## src/rtl/ps2_pkg.sv

```systemverilog
// rtl/ps2_pkg.sv - shared PS/2 host types, error codes and command bytes

package ps2_pkg;

   typedef enum logic [2:0] {
      ST_IDLE,
      ST_INHIBIT,
      ST_START,
      ST_WAIT_FIRST,
      ST_SEND,
      ST_ACK,
      ST_WAIT_IDLE,
      ST_ERR
   } ps2_state_t;

   localparam logic [1:0] ERR_NONE     = 2'b00;
   localparam logic [1:0] ERR_START_TO = 2'b01;
   localparam logic [1:0] ERR_XFER_TO  = 2'b10;
   localparam logic [1:0] ERR_NO_ACK   = 2'b11;

   localparam logic [7:0] CMD_RESET    = 8'hFF;
   localparam logic [7:0] CMD_ENABLE   = 8'hF4;
   localparam logic [7:0] CMD_SET_RATE = 8'hF3;
   localparam logic [7:0] ACK_BYTE     = 8'hFA;

endpackage

```

## src/rtl/ps2_line_filter.sv

```systemverilog
// rtl/ps2_line_filter.sv - 2-FF synchroniser plus level filter for one PS/2 line

module ps2_line_filter #(
   parameter int FILTER_LEN = 8
) (
   input  logic clk,
   input  logic rst,
   input  logic raw,
   output logic level
);

   localparam int             CW       = $clog2(FILTER_LEN + 1);
   localparam logic [CW-1:0]  CNT_LAST = CW'(FILTER_LEN - 1);

   logic [1:0]    sync;
   logic [CW-1:0] cnt;

   // Idle bus is high, so everything resets to 1 to avoid a false edge.
   always_ff @(posedge clk or negedge rst) begin
      if (!rst) begin
         sync  <= 2'b11;
         cnt   <= '0;
         level <= 1'b1;
      end else begin
         sync <= {sync[0], raw};
         if (sync[1] == level) begin
            cnt <= '0;
         end else if (cnt == CNT_LAST) begin
            level <= sync[1];
            cnt   <= '0;
         end else begin
            cnt <= cnt + 1'b1;
         end
      end
   end

endmodule

```

## src/rtl/ps2_host_tx.sv

```systemverilog
// rtl/ps2_host_tx.sv - PS/2 host-to-device command byte transmitter

module ps2_host_tx
   import ps2_pkg::*;
#(
   parameter int INHIBIT_CYC       = 12000,
   parameter int START_HOLD_CYC    = 200,
   parameter int START_TIMEOUT_CYC = 1500000,
   parameter int XFER_TIMEOUT_CYC  = 200000,
   parameter int FILTER_LEN        = 8
) (
   input  logic       clk,
   input  logic       rst,
   input  logic [7:0] tx_data,
   input  logic       tx_valid,
   output logic       tx_ready,
   output logic       tx_busy,
   output logic       tx_done,
   output logic       tx_err,
   output logic [1:0] err_code,
   input  logic       ps2_clk_in,
   input  logic       ps2_data_in,
   output logic       ps2_clk_oe,
   output logic       ps2_data_oe
);

   localparam logic [20:0] INH_LAST   = 21'(INHIBIT_CYC - 1);
   localparam logic [20:0] HOLD_LAST  = 21'(START_HOLD_CYC - 1);
   localparam logic [20:0] START_LAST = 21'(START_TIMEOUT_CYC - 1);
   localparam logic [17:0] XFER_LAST  = 18'(XFER_TIMEOUT_CYC - 1);

   logic       clk_f;
   logic       data_f;
   logic       clk_f_q;
   logic       clk_fall;

   ps2_state_t  state;
   logic [7:0]  shreg;
   logic        par;
   logic [3:0]  bit_idx;
   logic [20:0] phase_tmr;
   logic [17:0] xfer_tmr;

   ps2_line_filter #(.FILTER_LEN(FILTER_LEN)) u_clk_filt (
      .clk   (clk),
      .rst   (rst),
      .raw   (ps2_clk_in),
      .level (clk_f)
   );

   ps2_line_filter #(.FILTER_LEN(FILTER_LEN)) u_data_filt (
      .clk   (clk),
      .rst   (rst),
      .raw   (ps2_data_in),
      .level (data_f)
   );

   always_ff @(posedge clk or negedge rst) begin
      if (!rst) clk_f_q <= 1'b1;
      else      clk_f_q <= clk_f;
   end

   assign clk_fall = clk_f_q & ~clk_f;

   always_ff @(posedge clk or negedge rst) begin
      if (!rst) begin
         state       <= ST_IDLE;
         shreg       <= '0;
         par         <= 1'b0;
         bit_idx     <= '0;
         phase_tmr   <= '0;
         xfer_tmr    <= '0;
         tx_ready    <= 1'b1;
         tx_busy     <= 1'b0;
         tx_done     <= 1'b0;
         tx_err      <= 1'b0;
         err_code    <= ERR_NONE;
         ps2_clk_oe  <= 1'b0;
         ps2_data_oe <= 1'b0;
      end else begin
         tx_done <= 1'b0;
         tx_err  <= 1'b0;
         case (state)
            ST_IDLE: begin
               if (tx_valid) begin
                  shreg       <= tx_data;
                  par         <= ~^tx_data;
                  bit_idx     <= '0;
                  err_code    <= ERR_NONE;
                  phase_tmr   <= '0;
                  ps2_clk_oe  <= 1'b1;
                  ps2_data_oe <= 1'b0;
                  tx_ready    <= 1'b0;
                  tx_busy     <= 1'b1;
                  state       <= ST_INHIBIT;
               end
            end
            ST_INHIBIT: begin
               if (phase_tmr == INH_LAST) begin
                  phase_tmr   <= '0;
                  ps2_data_oe <= 1'b1;
                  state       <= ST_START;
               end else begin
                  phase_tmr <= phase_tmr + 1'b1;
               end
            end
            ST_START: begin
               if (phase_tmr == HOLD_LAST) begin
                  phase_tmr  <= '0;
                  ps2_clk_oe <= 1'b0;
                  state      <= ST_WAIT_FIRST;
               end else begin
                  phase_tmr <= phase_tmr + 1'b1;
               end
            end
            ST_WAIT_FIRST: begin
               // Expiry is checked first so it beats a coincident edge.
               if (phase_tmr == START_LAST) begin
                  err_code    <= ERR_START_TO;
                  tx_err      <= 1'b1;
                  ps2_clk_oe  <= 1'b0;
                  ps2_data_oe <= 1'b0;
                  state       <= ST_ERR;
               end else begin
                  phase_tmr <= phase_tmr + 1'b1;
                  if (clk_fall) begin
                     ps2_data_oe <= ~shreg[0];
                     bit_idx     <= 4'd1;
                     xfer_tmr    <= '0;
                     state       <= ST_SEND;
                  end
               end
            end
            ST_SEND, ST_ACK, ST_WAIT_IDLE: begin
               if (xfer_tmr == XFER_LAST) begin
                  err_code    <= ERR_XFER_TO;
                  tx_err      <= 1'b1;
                  ps2_clk_oe  <= 1'b0;
                  ps2_data_oe <= 1'b0;
                  state       <= ST_ERR;
               end else begin
                  xfer_tmr <= xfer_tmr + 1'b1;
                  if (state == ST_SEND && clk_fall) begin
                     if (bit_idx < 4'd8) begin
                        ps2_data_oe <= ~shreg[bit_idx[2:0]];
                        bit_idx     <= bit_idx + 1'b1;
                     end else if (bit_idx == 4'd8) begin
                        ps2_data_oe <= ~par;
                        bit_idx     <= 4'd9;
                     end else begin
                        ps2_data_oe <= 1'b0;
                        bit_idx     <= 4'd10;
                        state       <= ST_ACK;
                     end
                  end else if (state == ST_ACK && clk_fall) begin
                     if (!data_f) begin
                        state <= ST_WAIT_IDLE;
                     end else begin
                        err_code <= ERR_NO_ACK;
                        tx_err   <= 1'b1;
                        state    <= ST_ERR;
                     end
                  end else if (state == ST_WAIT_IDLE && clk_f && data_f) begin
                     tx_done  <= 1'b1;
                     tx_ready <= 1'b1;
                     tx_busy  <= 1'b0;
                     state    <= ST_IDLE;
                  end
               end
            end
            ST_ERR: begin
               tx_ready <= 1'b1;
               tx_busy  <= 1'b0;
               state    <= ST_IDLE;
            end
            default: state <= ST_IDLE;
         endcase
      end
   end

endmodule

```

## config.mk

```make
export PLATFORM = sky130hd
export DESIGN_NAME = ps2_host_tx
export DESIGN_NICKNAME = d
export VERILOG_FILES = /design/src/rtl/ps2_pkg.sv /design/src/rtl/ps2_line_filter.sv /design/src/rtl/ps2_host_tx.sv
export SDC_FILE = /design/constraint.sdc
export NUM_CORES = 1
export LEC_CHECK = 0
export BUFFER_PORTS_ARGS = -buffer_cell sky130_fd_sc_hd__buf_2
export CAP_MARGIN = 20
export CORE_ASPECT_RATIO = 0.6
export CORE_UTILIZATION = 58
export CTS_BUF_LIST = sky130_fd_sc_hd__clkbuf_16
export CTS_CLUSTER_SIZE = 16
export DETAILED_ROUTE_END_ITERATION = 10
export PLACE_DENSITY = 0.78
export REMOVE_ABC_BUFFERS = 1
export SLEW_MARGIN = 15
export SYNTH_ARGS = -nofsm -noshare
export SYNTH_HDL_FRONTEND = slang
export SYNTH_SLANG_ARGS = --single-unit
```

## constraint.sdc

```tcl
create_clock -name clk -period 4.48 [get_ports clk]
set_input_delay 0.224 -clock clk [delete_from_list [all_inputs] [get_ports clk]]
set_output_delay 0.224 -clock clk [all_outputs]
set_load 0.01 [all_outputs]
```

==> results by group <==
Synthesis
  • Top cell type's share of synthesized area: between 40% and 50%
  • Post-synthesis average cell area: ~9.6 µm²
  • Cells taking the most area after synthesis: dfrtp_1, dfstp_2, nor2_1, xor2_1, xnor2_1
  • Leading post-synthesis cells by instance count: dfrtp_1, nor2_1, nand2_1
  • Unique cell type count in the Yosys netlist: 56
  • Sequential area share after synthesis: 46.3%
  • Number of register bits inferred by synthesis: between 70 and 80
  • Most common cell in the netlist: dfrtp_1
  • Count of flip-flops with a built-in enable after synthesis: 0
  • Post-synthesis cell count: between 400 and 500
  • Proportion of synthesized flip-flops having asynchronous set or reset: 100%
  • Post-synth top area cell: dfrtp_1
  • Netlist Area Pre-Place: around 4200 µm²
  • Predominant post-synthesis flop cell: dfrtp_1
  • Count of yosys warnings during synthesis: 0

STA
  • Count of endpoints failing hold in the final timing report: 0
  • Unrepaired setup endpoints after global routing: false
  • Final critical-path share of the clock period: 61.3%
  • Maximum clock skew at final layout: ~0.0062 ns
  • Max_slew headroom: 32.5%
  • Number of max-slew violations in the final report: 0
  • F_max: between 0.3 and 0.4 GHz
  • Total negative slack: 0 ns
  • Endpoints failing setup: 0
  • Post-layout minimum cycle time: 2.74 ns
  • Transition time at the pin with the least slew margin: approximately 1.0 ns

Power
  • Share of total power in combinational logic: 31.6%
  • Power density normalized to cell area: around 520 nW/µm²
  • P_leak: 0.00200 µW
  • Portion of total power attributed to sequential cells: roughly 42%
  • Net switching share of the total power: about 37%
  • Clock power frac: between 20% and 30%
  • Worst VDD drop: ~0.24 mV
  • Switching power: about 900 µW
  • Cell internal pwr: roughly 1500 µW

Cells and area
  • Fin nets: ~480
  • Layout cell share with drive strength beyond 1: 12.6%
  • Final Non-Filler Cells: approximately 550
  • Diode insertion count for antenna repair: 0
  • Synthesis-to-layout area growth: 9.84%

Floorplanning
  • Initial core utilization: about three fifths
  • Width of the chip: around 110 µm
  • Die area: between 7000 and 8000 µm²
  • Chip Height: 68.2 µm
  • Core Box Area: about 7000 µm²
  • Number of placement rows: 23
  • Number of top-level pins: 21

Worst setup path
  • Largest stage delay, worst path: a little under 0.7 ns
  • CP startpoint kind: register
  • Crit Path Category: register to register
  • Worst EP arrival: between 2 and 3 ns
  • Critical Path RT: between 4 and 5 ns
  • CP Capture Type: register
  • Worst setup startpoint: phase_tmr[0]
  • Register-to-register setup slack: ~1.7 ns
  • Highest-delay cell along the critical path: and3_1
  • Critical path fanouts, max: 17
  • Dominant delay contributor by cell family on the critical path: simple AND/OR/NAND/NOR gates
  • CP Buf/Inv Count: 0
  • Worst R2R Start: phase_tmr[0]
  • Critical Path, Cell by Cell: ha_1 -> and4_1 -> nand3_1 -> o41ai_1 -> and3_1 -> o22ai_1 -> a21o_1

Routing
  • Number of antenna-violating nets in the routed design: 0
  • Per-cell routed wire length: between 15 and 20 µm
  • DR pass1 iterations: 8
  • Total detailed-routing wirelength: roughly 9400 µm
  • Detailed-route via count: about 3400
  • Detailed-route DRC error count: 3
  • Number of DRC violations after detailed-routing iteration 0: about 300
  • Drt via density: between 6 and 7

CTS
  • Clock sinks: 78
  • CTS H-tree lvls: 3
  • Clock edge transition at the registers on the reported setup and hold paths: about 0.060 ns
  • Clock latency of the later-clocked register in the worst-skew pair: between 0.3 and 0.4 ns
  • Master cell of the clock root buffer: clkbuf_16
  • CTS tree: yes
  • Cts bufs inserted: 9
  • Maximum buffer depth of the clock tree: 2

Flow run
  • Max_cap viols: 0

Placed design
  • Number of placed instances, taps included: between 500 and 600
  • GPL Wtd Cong: slightly below 1
  • DPL Wire Length: roughly 6600 µm
  • Port Buffer Count: 20

Global routing
  • Residual overflow from global routing: 0
  • Overall routing resource usage: 27.3%
  • Largest net degree at the start of global routing: 79
  • Wire length of the first global-routing pass: about 16000 µm
  • Via count of the first global-routing pass: between 3000 and 4000
  • Antenna violations before repair: 0

Min path
  • Path type of the worst min-delay path: input port to asynchronous set/reset pin

Status
  • Result of the run: finished, violations left
  • Violations in the final reports: DRC
-- power groups by stage --
stage          logic (µW)  clock network [µW]  registers, µW
6_report              767                 636           1030
5_1_grt               851                 678           1050
4_1_cts               759                 649           1020
3_5_place_dp          755                   0           1030
3_3_place_gp          728                   0           1030
2_1_floorplan         552                   0            988
-- cells in the final DEF, fill, tap and decap left out, types with 4 or more instances in the layout --
master,count
nor3_1,13
a2111oi_0,4
and2_1,4
o211ai_1,4
nand3_1,22
and3_1,5
a21o_1,7
and4_1,7
dfrtp_1,70
nand2b_1,5
o41ai_1,4
nor4_1,5
dfstp_2,8
a21oi_1,17
xor2_1,19
o31ai_1,4
ha_1,6
o21ai_0,19
clkbuf_16,9
nand2_1,37
xnor2_1,16
nor2_1,50
mux2_2,8
buf_2,19
nor2b_1,7
inv_1,9
nand4_1,17
or3_1,6
mux2_1,7
-- state kept, by name, indices dropped and copies added, names as in the netlist, 2 cells and up --
register,flops
err_code,2
shreg,8
xfer_tmr,18
u_data_filt.sync,2
u_clk_filt.cnt,4
bit_idx,4
phase_tmr,21
u_data_filt.cnt,4
state,3
u_clk_filt.sync,2
-- stage by stage --
stage | instance area [µm²] | power, µW | setup slack (ns) | util, % | hold WS (ns)
5_1_grt | 4650 | 2580 | 1.51 | 67.9 | 0.119
3_3_place_gp | 4370 | 1750 | 1.98 | 63.8 | 0.329
3_5_place_dp | 4370 | 1790 | 1.84 | 63.8 | 0.330
2_1_floorplan | 4150 | 1540 | 1.93 | - | -0.0716
4_1_cts | 4650 | 2430 | 1.83 | 67.9 | 0.0649
6_report | 4650 | 2430 | 1.74 | 67.9 | 0.0289
-- cell families (layout without fill, tap and decap cells) --
| family | after synthesis | count (layout) | share of synthesized area, % |
|---|---|---|---|
| flops | 78 | 78 | 46.3 |
| buf+inv | 30 | 48 | 2.81 |
| compound gates | 81 | 81 | 12.8 |
| fa+ha+maj | 6 | 6 | 1.77 |
| xor+xnor | 35 | 35 | 7.24 |
| mux | 17 | 17 | 4.46 |
| simple gates | 196 | 196 | 24.5 |
-- final cells by class --
class | instances | area [µm²]
flip-flops and latches | 78 | 1960
fillers | 536 | 2200
multi-input cells | 335 | 2160
inverters | 9 | 33.8
clock buffers | 9 | 225
well taps | 87 | 109
repair buffers | 23 | 130
clock inverters | 7 | 32.5
-- per-layer routing --
| metal | vias up | track usage [%] | wire length (µm) |
|---|---|---|---|
| li1 | 1642 | - | - |
| met3 | 13 | 10.1 | 846 |
| met4 | 0 | 6.00 | 78 |
| met1 | 1660 | 40.9 | 4730 |
| met2 | 130 | 36.8 | 3750 |
| met5 | - | 0 | 0 |
-- repair_timing --
item,CTS,global route
hold buffers,2,0
resized for setup,0,0
setup buffers,0,0
endpoints found under the hold margin,2,0
-- worst paths after layout --
check	endpoint	depth (start not counted)
max in group asynchronous	phase_tmr[4]	1
worst max register to register	phase_tmr[11]	7
worst min register to register	u_data_filt.sync[1]	0
min in group clk	shreg[3]	2
worst min-delay path	shreg[6]	1
worst max-delay path	phase_tmr[11]	7
No activity file was read; power rests on OpenSTA's default activity.
